## src/rtl/systolic_pkg.sv

```systemverilog
// Shared definitions for the systolic array output path.
//   - Default accumulator width and array dimensions.
//   - clog2_min1: ceil(log2(value)), never less than 1 bit.
//     Used to size every counter and pointer.
//   - col_lsb: bit offset of column c inside a packed
//     multi-column bus (column c at c*width).
package systolic_pkg;

  localparam int D_W_ACC_DEF = 64;
  localparam int N_DEF       = 4;
  localparam int M_DEF       = 4;

  function automatic int clog2_min1(input int value);
    int w;
    w = 0;
    for (int i = 0; i < 32; i++) begin
      if ((1 << w) < value) w = w + 1;
    end
    return (w < 1) ? 1 : w;
  endfunction

  function automatic int col_lsb(input int col, input int width);
    return col * width;
  endfunction

endpackage

```

## src/rtl/sync_fifo.sv

```systemverilog
// Show-ahead synchronous FIFO.
// The head word is visible the cycle after it is written; there is no
// empty-bypass path.
// A push while full is accepted only when a pop happens in the same cycle.
// Otherwise the push is ignored, and the caller is expected to detect the
// drop from 'full'.
//
// Ports:
//   clk, rst   clock; asynchronous active-low reset
//   push       write push_data this cycle
//   push_data  word to write
//   pop        remove the head word (ignored when empty)
//   head       current head word (valid when !empty)
//   empty      no words stored
//   full       DEPTH words stored
module sync_fifo
  import systolic_pkg::*;
#(
  parameter int W     = 64,
  parameter int DEPTH = 8
) (
  input  logic         clk,
  input  logic         rst,
  input  logic         push,
  input  logic [W-1:0] push_data,
  input  logic         pop,
  output logic [W-1:0] head,
  output logic         empty,
  output logic         full
);

  localparam int AW = clog2_min1(DEPTH);

  logic [W-1:0]  mem [DEPTH];
  logic [AW-1:0] wr_ptr;
  logic [AW-1:0] rd_ptr;
  logic [AW:0]   count;
  logic          do_push;
  logic          do_pop;

  assign empty   = (count == '0);
  assign full    = (count == (AW+1)'(DEPTH));
  assign do_pop  = pop & ~empty;
  // The slot freed by a same-cycle pop makes room for the incoming word.
  assign do_push = push & (~full | do_pop);
  assign head    = mem[rd_ptr];

  always_ff @(posedge clk or negedge rst) begin
    if (!rst) begin
      wr_ptr <= '0;
      rd_ptr <= '0;
      count  <= '0;
    end else begin
      if (do_push) wr_ptr <= wr_ptr + 1'b1;
      if (do_pop)  rd_ptr <= rd_ptr + 1'b1;
      case ({do_push, do_pop})
        2'b10:   count <= count + 1'b1;
        2'b01:   count <= count - 1'b1;
        default: count <= count;
      endcase
    end
  end

  // Storage is not reset; contents are qualified by count.
  always_ff @(posedge clk) begin
    if (do_push) mem[wr_ptr] <= push_data;
  end

endmodule

```

## src/rtl/drain_collector.sv

```systemverilog
// Collects the bottom-row drain chains of an N-column systolic array.
// It buffers each column in its own FIFO and re-emits the results as one
// row-major stream: row k, columns 0..N-1.
// m_last marks the M*N-th word of each tile.
//
// The drain chain has no backpressure. A word arriving at a full FIFO is
// dropped, and the sticky overflow flag records the loss.
//
// Ports:
//   clk, rst     clock; asynchronous active-low reset
//   in_data      N packed drain words, column c at [c*D_W_ACC +: D_W_ACC]
//   in_valid     per-column drain valid
//   m_data       serialized result word (0 when m_valid is low)
//   m_valid      m_data valid
//   m_ready      downstream accept
//   m_last       final word of a tile
//   overflow     sticky drop indicator
//   clear        synchronous clear of overflow, sel and word_cnt
//   busy         any FIFO non-empty or a tile partly emitted
//
// Handshake:
//   A word transfers on a rising edge where m_valid && m_ready.
//   m_valid depends only on registered state and never waits on m_ready.
//   While m_valid is high and m_ready is low, m_data, m_last and the
//   column select hold their values.
module drain_collector
  import systolic_pkg::*;
#(
  parameter int D_W_ACC    = D_W_ACC_DEF,
  parameter int N          = N_DEF,
  parameter int M          = M_DEF,
  parameter int FIFO_DEPTH = 8
) (
  input  logic                 clk,
  input  logic                 rst,
  input  logic [N*D_W_ACC-1:0] in_data,
  input  logic [N-1:0]         in_valid,
  output logic [D_W_ACC-1:0]   m_data,
  output logic                 m_valid,
  input  logic                 m_ready,
  output logic                 m_last,
  output logic                 overflow,
  input  logic                 clear,
  output logic                 busy
);

  localparam int SEL_W = clog2_min1(N);
  localparam int CNT_W = clog2_min1(M * N);

  logic [D_W_ACC-1:0] head [N];
  logic [N-1:0]       empty;
  logic [N-1:0]       full;
  logic [N-1:0]       pop;
  logic [SEL_W-1:0]   sel;
  logic [CNT_W-1:0]   word_cnt;
  logic               xfer;
  logic               drop;
  logic               sel_wrap;
  logic               cnt_wrap;

  for (genvar c = 0; c < N; c++) begin : g_col
    assign pop[c] = xfer && (sel == SEL_W'(c));

    sync_fifo #(
      .W     (D_W_ACC),
      .DEPTH (FIFO_DEPTH)
    ) u_fifo (
      .clk       (clk),
      .rst       (rst),
      .push      (in_valid[c]),
      .push_data (in_data[col_lsb(c, D_W_ACC) +: D_W_ACC]),
      .pop       (pop[c]),
      .head      (head[c]),
      .empty     (empty[c]),
      .full      (full[c])
    );
  end

  // Strict round-robin: only column sel may be emitted. An empty column
  // stalls the stream even when other columns hold data, which keeps the
  // output in row-major order.
  assign m_valid  = ~empty[sel];
  assign m_data   = m_valid ? head[sel] : '0;
  assign cnt_wrap = (word_cnt == CNT_W'(M * N - 1));
  assign sel_wrap = (sel == SEL_W'(N - 1));
  assign m_last   = m_valid & cnt_wrap;
  assign xfer     = m_valid & m_ready;
  assign busy     = (|(~empty)) | (word_cnt != '0);

  // A push into a full FIFO is lost unless that FIFO pops this same cycle.
  assign drop = |(in_valid & full & ~pop);

  always_ff @(posedge clk or negedge rst) begin
    if (!rst) begin
      sel      <= '0;
      word_cnt <= '0;
      overflow <= 1'b0;
    end else if (clear) begin
      // A pop that coincides with clear still happens inside the FIFO;
      // only the sequencing state restarts.
      sel      <= '0;
      word_cnt <= '0;
      overflow <= 1'b0;
    end else begin
      overflow <= overflow | drop;
      if (xfer) begin
        sel      <= sel_wrap ? '0 : sel + 1'b1;
        word_cnt <= cnt_wrap ? '0 : word_cnt + 1'b1;
      end
    end
  end

endmodule

```

## config.mk

```make
export PLATFORM = sky130hd
export DESIGN_NAME = drain_collector
export DESIGN_NICKNAME = d
export VERILOG_FILES = /design/src/rtl/systolic_pkg.sv /design/src/rtl/sync_fifo.sv /design/src/rtl/drain_collector.sv
export SDC_FILE = /design/constraint.sdc
export NUM_CORES = 2
export LEC_CHECK = 0
export CORE_ASPECT_RATIO = 1.5
export CORE_MARGIN = 3
export CORE_UTILIZATION = 50
export DETAILED_ROUTE_END_ITERATION = 6
export PLACE_DENSITY = 0.68
export RECOVER_POWER = 100
export SLEW_MARGIN = 20
export SYNTH_ARGS = -nofsm -noshare
export SYNTH_HDL_FRONTEND = slang
export SYNTH_SLANG_ARGS = --single-unit
```

## constraint.sdc

```tcl
create_clock -name clk -period 19.1 [get_ports clk]
set_input_delay 5.73 -clock clk [delete_from_list [all_inputs] [get_ports clk]]
set_output_delay 5.73 -clock clk [all_outputs]
set_load 0.02 [all_outputs]
```

Word level (Yosys, flattened, before mapping) --
Memories as Yosys holds them, arrays and structs flattened. Index checks and enable logic that the tools add are counted.
Operators by class: bitwise logic cells 30, equality and inequality tests 16, $lt $le $gt $ge 2, muxes and demuxes 25, add/subtract/negate cells 18, reductions and logical operators 17
Operators by type and width (number):
- 2-to-1 mux 64 bit | 3
- binary-select mux 64 bit (select 2 bit) | 1
- one-hot mux 4 bit (2 select lines) | 4
- adder 3 x 1 -> 3 bit (second input constant) | 8
- adder 4 x 1 -> 4 bit (second input constant) | 5
- == test 4 bit (second input constant) | 5
- zero test 4 bit | 4
- subtractor 4 x 1 -> 4 bit (second input constant) | 4
- == test 2 bit (second input constant) | 6
- 2-to-1 mux 4 bit | 3
- bitwise AND 1 bit | 10
- == test 2 x 1 -> 1 bit (second input constant) | 5
- 2-to-1 mux 1 bit | 10
- nonzero test 2 bit | 5
- inverter 1 bit | 9
- bitwise AND 4 bit | 2
- inverter 4 bit | 2
- OR reduction 4 bit | 2
- 2-to-1 mux 2 bit | 3
- bitwise OR 1 bit | 6
- logical AND 1 bit | 4
- nonzero test 4 bit | 1
- >= comparator 3 bit (second input constant) | 1
- < comparator 2 x 3 -> 1 bit (second input constant) | 1
- other kinds (4) | 4
Storage, ports and cells: output and inout bits 68, input bits 264, register bits after elaboration 47, word-level logic and storage cells 127, memories 4, bits in writable memories 2048
Memories:
- g_col[0].u_fifo.mem | depth 8, bits a word 64, read ports 1, clocked after Yosys merged registers in 0, wr ports 1, line sync_fifo.sv:34 | logic [W-1:0] mem [DEPTH];
- g_col[1].u_fifo.mem | depth 8, bits a word 64, read ports 1, clocked after Yosys merged registers in 0, wr ports 1, line sync_fifo.sv:34
- g_col[2].u_fifo.mem | depth 8, bits a word 64, read ports 1, clocked after Yosys merged registers in 0, wr ports 1, line sync_fifo.sv:34
- g_col[3].u_fifo.mem | depth 8, bits a word 64, read ports 1, clocked after Yosys merged registers in 0, wr ports 1, line sync_fifo.sv:34

Longest topological paths before layout --
depth in word-level cells 11, depth in mapped cells 16

Cells and area by module --
From an unflattened synthesis, not the netlist that was laid out.
Unflattened totals: cell total of the unflattened synthesis 3435, area total of the unflattened synthesis 81891.0 um^2
Modules (own cells, without submodules):
- sync_fifo | cells each 805, area an instance 19849.0 um^2, times used 4
- drain_collector | cells each 215, area an instance 2494.9 um^2, times used 1

Worst setup path after synthesis --
Ideal clock, no wire load.
kind input port to flip-flop, from in m_ready, to mem g_col[3].u_fifo.mem[2][0] (enable), path buffers 1, arrival 13142 ps, setup slack 5291 ps, library setup time 667 ps, required time 18433 ps, stages on the path 5, cell sequence o21ai_2 > nor4b_1 > o21ai_1 > buf_2 > nor4b_1
Between the ends: word-level cells in the longest chain between the ends 7
Ends and longest elaborated chain:
- from (decl) | line drain_collector.sv:40 | input logic m_ready,
- bitwise AND 1 bit | line drain_collector.sv:87 | assign xfer = m_valid & m_ready;
- logical AND 1 bit | line drain_collector.sv:62 | assign pop[c] = xfer && (sel == SEL_W'(c));
- bitwise AND 1 bit | line sync_fifo.sv:43 | assign do_pop = pop & ~empty;
- bitwise OR 1 bit | line sync_fifo.sv:45 | assign do_push = push & (~full | do_pop);
- bitwise AND 1 bit | line sync_fifo.sv:45
- 2-to-1 mux 1 bit | line sync_fifo.sv:66 | if (do_push) mem[wr_ptr] <= push_data;
- 2-to-1 mux 1 bit (implied by the code) | line sync_fifo.sv:66
- to (decl) | line sync_fifo.sv:34
No other way between the ends.

Final worst setup path --
from reg sel[0], to out m_data[17]
Between the ends: word-level cells in the longest chain between the ends 5, elaborated cells between the ends (all ways) 7
Ends and longest elaborated chain:
- from (decl) | line drain_collector.sv:54 | logic [SEL_W-1:0] sel;
- from (signal assigned) | line drain_collector.sv:107 | sel <= sel_wrap ? '0 : sel + 1'b1;
- inverter 2 -> 3 bit (implied by the code) | line drain_collector.sv:83 | assign m_data = m_valid ? head[sel] : '0;
- binary-select mux 64 bit (select 2 bit) | line drain_collector.sv:83
- 2-to-1 mux 64 bit (implied by the code) (2 in a row) | line drain_collector.sv:83
- 2-to-1 mux 64 bit (*) | line drain_collector.sv:83
- to (decl) | line drain_collector.sv:38 | output logic [D_W_ACC-1:0] m_data,
Every way passes the cells marked *; elsewhere a longest branch is shown, timed or not. The select of a mux whose other input is x is not followed.

==> summary.md <==
| Metric | Value |
|---|---|
| Largest net degree at the start of global routing | 97 |
| Violated checks | capacitance limit, slew limit |
| DR vias/cell | 6.130 |
| Final worst path period share | 0.7883 |
| CTS sink count | 2,095 |
| Final setup vio count | 0 |
| Vias in the first global route | 38,890 |
| Post-synth top area cell | edfxtp_1 |
| Number of detailed-route iterations in the first pass | 5 |
| Die area | 166,300 sq um |
| Die span in x | 333.9 um |
| Share of cells above drive strength 1 | 0.2200 |
| Clk pwr share | 0.262 |
| Setup Fix Bufs, Post-CTS | 0 |
| Final Hold Viols | 0 |
| Chip height | 497.9 um |
| Core Area | 159,500 sq um |
| First-pass GRT wire length | 277,100 um |
| Synthesized net count | 3,857 |
| Layout Cell Area excl Fill | 92,200 sq um |
| Final setup margin | 4.044 ns |
| Top FF cell, synth | edfxtp_1 |
| XOR/XNOR Fraction of Synth Area | 0.004018 |
| Commonest cells post-synth | edfxtp_1, mux4_2, nand2_1 |
| Simple-gate share of the synthesized area | 0.01637 |
| Drt wl/cell | 30.43 um |
| CP Max Fanout | 69 |
| Area after DPL | 86,820 sq um |
| Initial antenna violation count | 138 |
| Top cells by area, synth | edfxtp_1, mux4_2, dfrtp_1 |
| Clk_lat worst skew | 0.82 ns |
| Fin util | 0.5782 |
| R2r worst-path depth | 7 |
| Row cnt | 179 |
| Routed Antenna Nets | 0 |
| Max-Cap Viols | 68 |
| Run status | finished, violations left |
| Drt drc | 0 |
| Clock Pin Slew Worst Setup and Hold Paths | 0.07 ns |
| Critical Path AT | 9.33 ns |
| Initial Util | 0.5058 |
| Resized Gates After CTS | 0 |
| Reg-to-reg startpoint | sel[0] |
| RSZ-0062 raised after global routing | false |
| Max VDD drop | 128.1 uV |
| Synth Area in Compound Gates | 0.02502 |
| Hold Crit Endpoint | g_col[0].u_fifo.rd_ptr[2] |
| Slew headroom | -1.712 |
| Post-Synth Adder-Cell Area | 0.004282 |
| Setup Skew | 0.03027 ns |
| Mux cell area share after synthesis | 0.1616 |
| Share of the synthesized area in the top cell type | 0.7625 |
| Worst path slowest cell | clkbuf_1 |
| Slowest stage delay, CP | 2.31 ns |
| RePlAce Congestion | 0.7540 |
| Power density over the cells | 146.9 nW/um^2 |
| H-tree levels | 4 |
| Switching power total | 4.083 mW |
| Sequential area share after synthesis | 0.7771 |
| Non-Filler Instances | 6,258 |
| Most frequent cell on the critical path | clkbuf_1 |
| Area grow syn2layout | 14.32% |
| Largest family of logic cells by synthesized area | multiplexers |
| Routed WL | 190,500 um |
| CP startpoint kind | register |
| Cell-by-cell trace of the critical path | clkbuf_1 -> nor2_1 -> nand2_2 -> clkbuf_1 -> buf_4 -> o22ai_1 -> a2111oi_0 -> clkdlybuf4s50_1 |
| Critical path class | register to output port |
| IO buf count | 331 |
| Flops & latches, synth | 2,095 |
| Grt ovf | 0 |
| Worst slew pin tran | 4.068 ns |
| Setup tns final | 0 ns |
| Hold Crit Start | g_col[0].u_fifo.rd_ptr[2] |
| FFs w/ async S/R, synth | 0.02243 |
| CP Capture Type | output port |
| Logic gate share of total power | 0.284 |
| Dpl ws | 8.460 ns |
| Dpl cells | 5,878 |
| Worst hold margin | 0.5015 ns |
| CTS Root Cell | clkbuf_16 |
| Net Sw Frac | 0.3014 |
| Reg2reg end | g_col[0].u_fifo.mem[6][34] |
| Syn Std Cell Area | 80,650 sq um |
| Fmax | 66.42 MHz |
| PnR Total Power | 13.55 mW |
| Initial DRC count | 3,978 |
| Total GRT Usage | 0.2315 |
| Leak pwr | 28.25 nW |
| Total number of vias | 38,360 |
| Seq pwr share | 0.454 |
| Num CTS Buffers | 182 |
| Most frequent cell after synthesis | edfxtp_1 |
| Fill cells | 11,520 |
| R2r setup slk | 9.15 ns |
| Cts hold-fix bufs | 0 |
| CTS tree | built |
| EDFF count, synth | 2,048 |
| Synth Warn # | 0 |
| Hold WC Path Type | register to register |
| Final Max Slew Viols | 2,233 |
| Required time of the critical path | 13.37 ns |
| Post-Synthesis Cells | 3,566 |
| Deepest clock path buffer count | 3 |
| Final min period | 15.06 ns |
| Final net count | 4,272 |
| Distinct cell type count after synthesis | 56 |
| Syn avg cell area | 22.62 sq um |
| Hpwl dp | 115,600 um |
| Hold depth | 1 |
| Internal power | 9.465 mW |
| Number of I/O pins | 332 |
-- sequential cells by signal, indices dropped and copies added (netlist names) --
register             count
g_col.u_fifo.count      16
word_cnt                 4
sel                      2
overflow                 1
g_col.u_fifo.rd_ptr     12
g_col.u_fifo.wr_ptr     12
g_col.u_fifo.mem      2048
-- routing by layer --
layer / vias up / global-route usage / part of all wire
met5: - / 0 / 0.0025
met4: 78 / 0.05135 / 0.019
met3: 340 / 0.06739 / 0.089
met2: 1430 / 0.3681 / 0.49
met1: 20470 / 0.3222 / 0.40
li1: 16040 / - / -
-- layout by cell type, fill, tap and decap left out, types with 64 or more instances in the layout --
cell / n
edfxtp_1: 2048
dlygate4sd3_1: 306
mux2_2: 74
nand2_1: 85
nor2b_1: 65
clkbuf_1: 116
mux4_2: 512
o21ai_0: 73
o22ai_1: 65
a211oi_1: 64
clkbuf_16: 186
mux2i_1: 65
-- critical path, delay by kind of cell (launching register included) --
kind	cells	cell delay, ns
AO/OA/AOI/OAI	2	1.38
flip-flops	1	0.43
AND/OR/NAND/NOR	2	0.50
buffers and inverters	4	6.10
-- cell families (layout without fill, tap and decap cells) --
group           after synthesis  after routing
fa+ha+maj                    27             27
buf+inv                     219            776
xor+xnor                     37             37
other cells                   0             54
flops                      2095           2095
simple gates                243            243
mux                         653            653
compound gates              292            292
-- final cells by class --
cell class                      count  area (sq um)  share of cell area
Clock inverter                     87         832.0            0.009024
Tap cell                         2081          2604             0.02824
Multi-Input combinational cell   1252         17120              0.1856
Inverter                           14         52.55           0.0005699
Timing Repair Buffer              436          3867             0.04195
Clock buffer                      239          4873             0.05286
Antenna cell                       54         135.1            0.001466
Sequential cell                  2095         62720              0.6803
-- power by group through the flow --
stage | clock network, mW | logic [mW] | registers [mW]
floorplan | 0 | 2.57 | 6.08
global placement | 0 | 3.95 | 6.17
detailed placement | 0 | 3.99 | 6.21
CTS | 3.63 | 4.01 | 6.11
global route | 3.80 | 4.08 | 6.23
finish | 3.55 | 3.84 | 6.15
-- worst max-delay path by stage --
stage | start | cells past startpoint | slack [ns] | endpoint
floorplan | m_ready | 5 | 5.29 | g_col[3].u_fifo.mem[2][0]
global placement | g_col[2].u_fifo.rd_ptr[0] | 6 | 8.12 | m_data[5]
detailed placement | g_col[2].u_fifo.rd_ptr[1] | 7 | 8.46 | m_data[44]
CTS | g_col[2].u_fifo.rd_ptr[1] | 7 | 7.53 | m_data[44]
global route | sel[0] | 7 | 3.79 | m_data[54]
finish | sel[0] | 8 | 4.04 | m_data[17]
(Power assumes the default switching activity.)
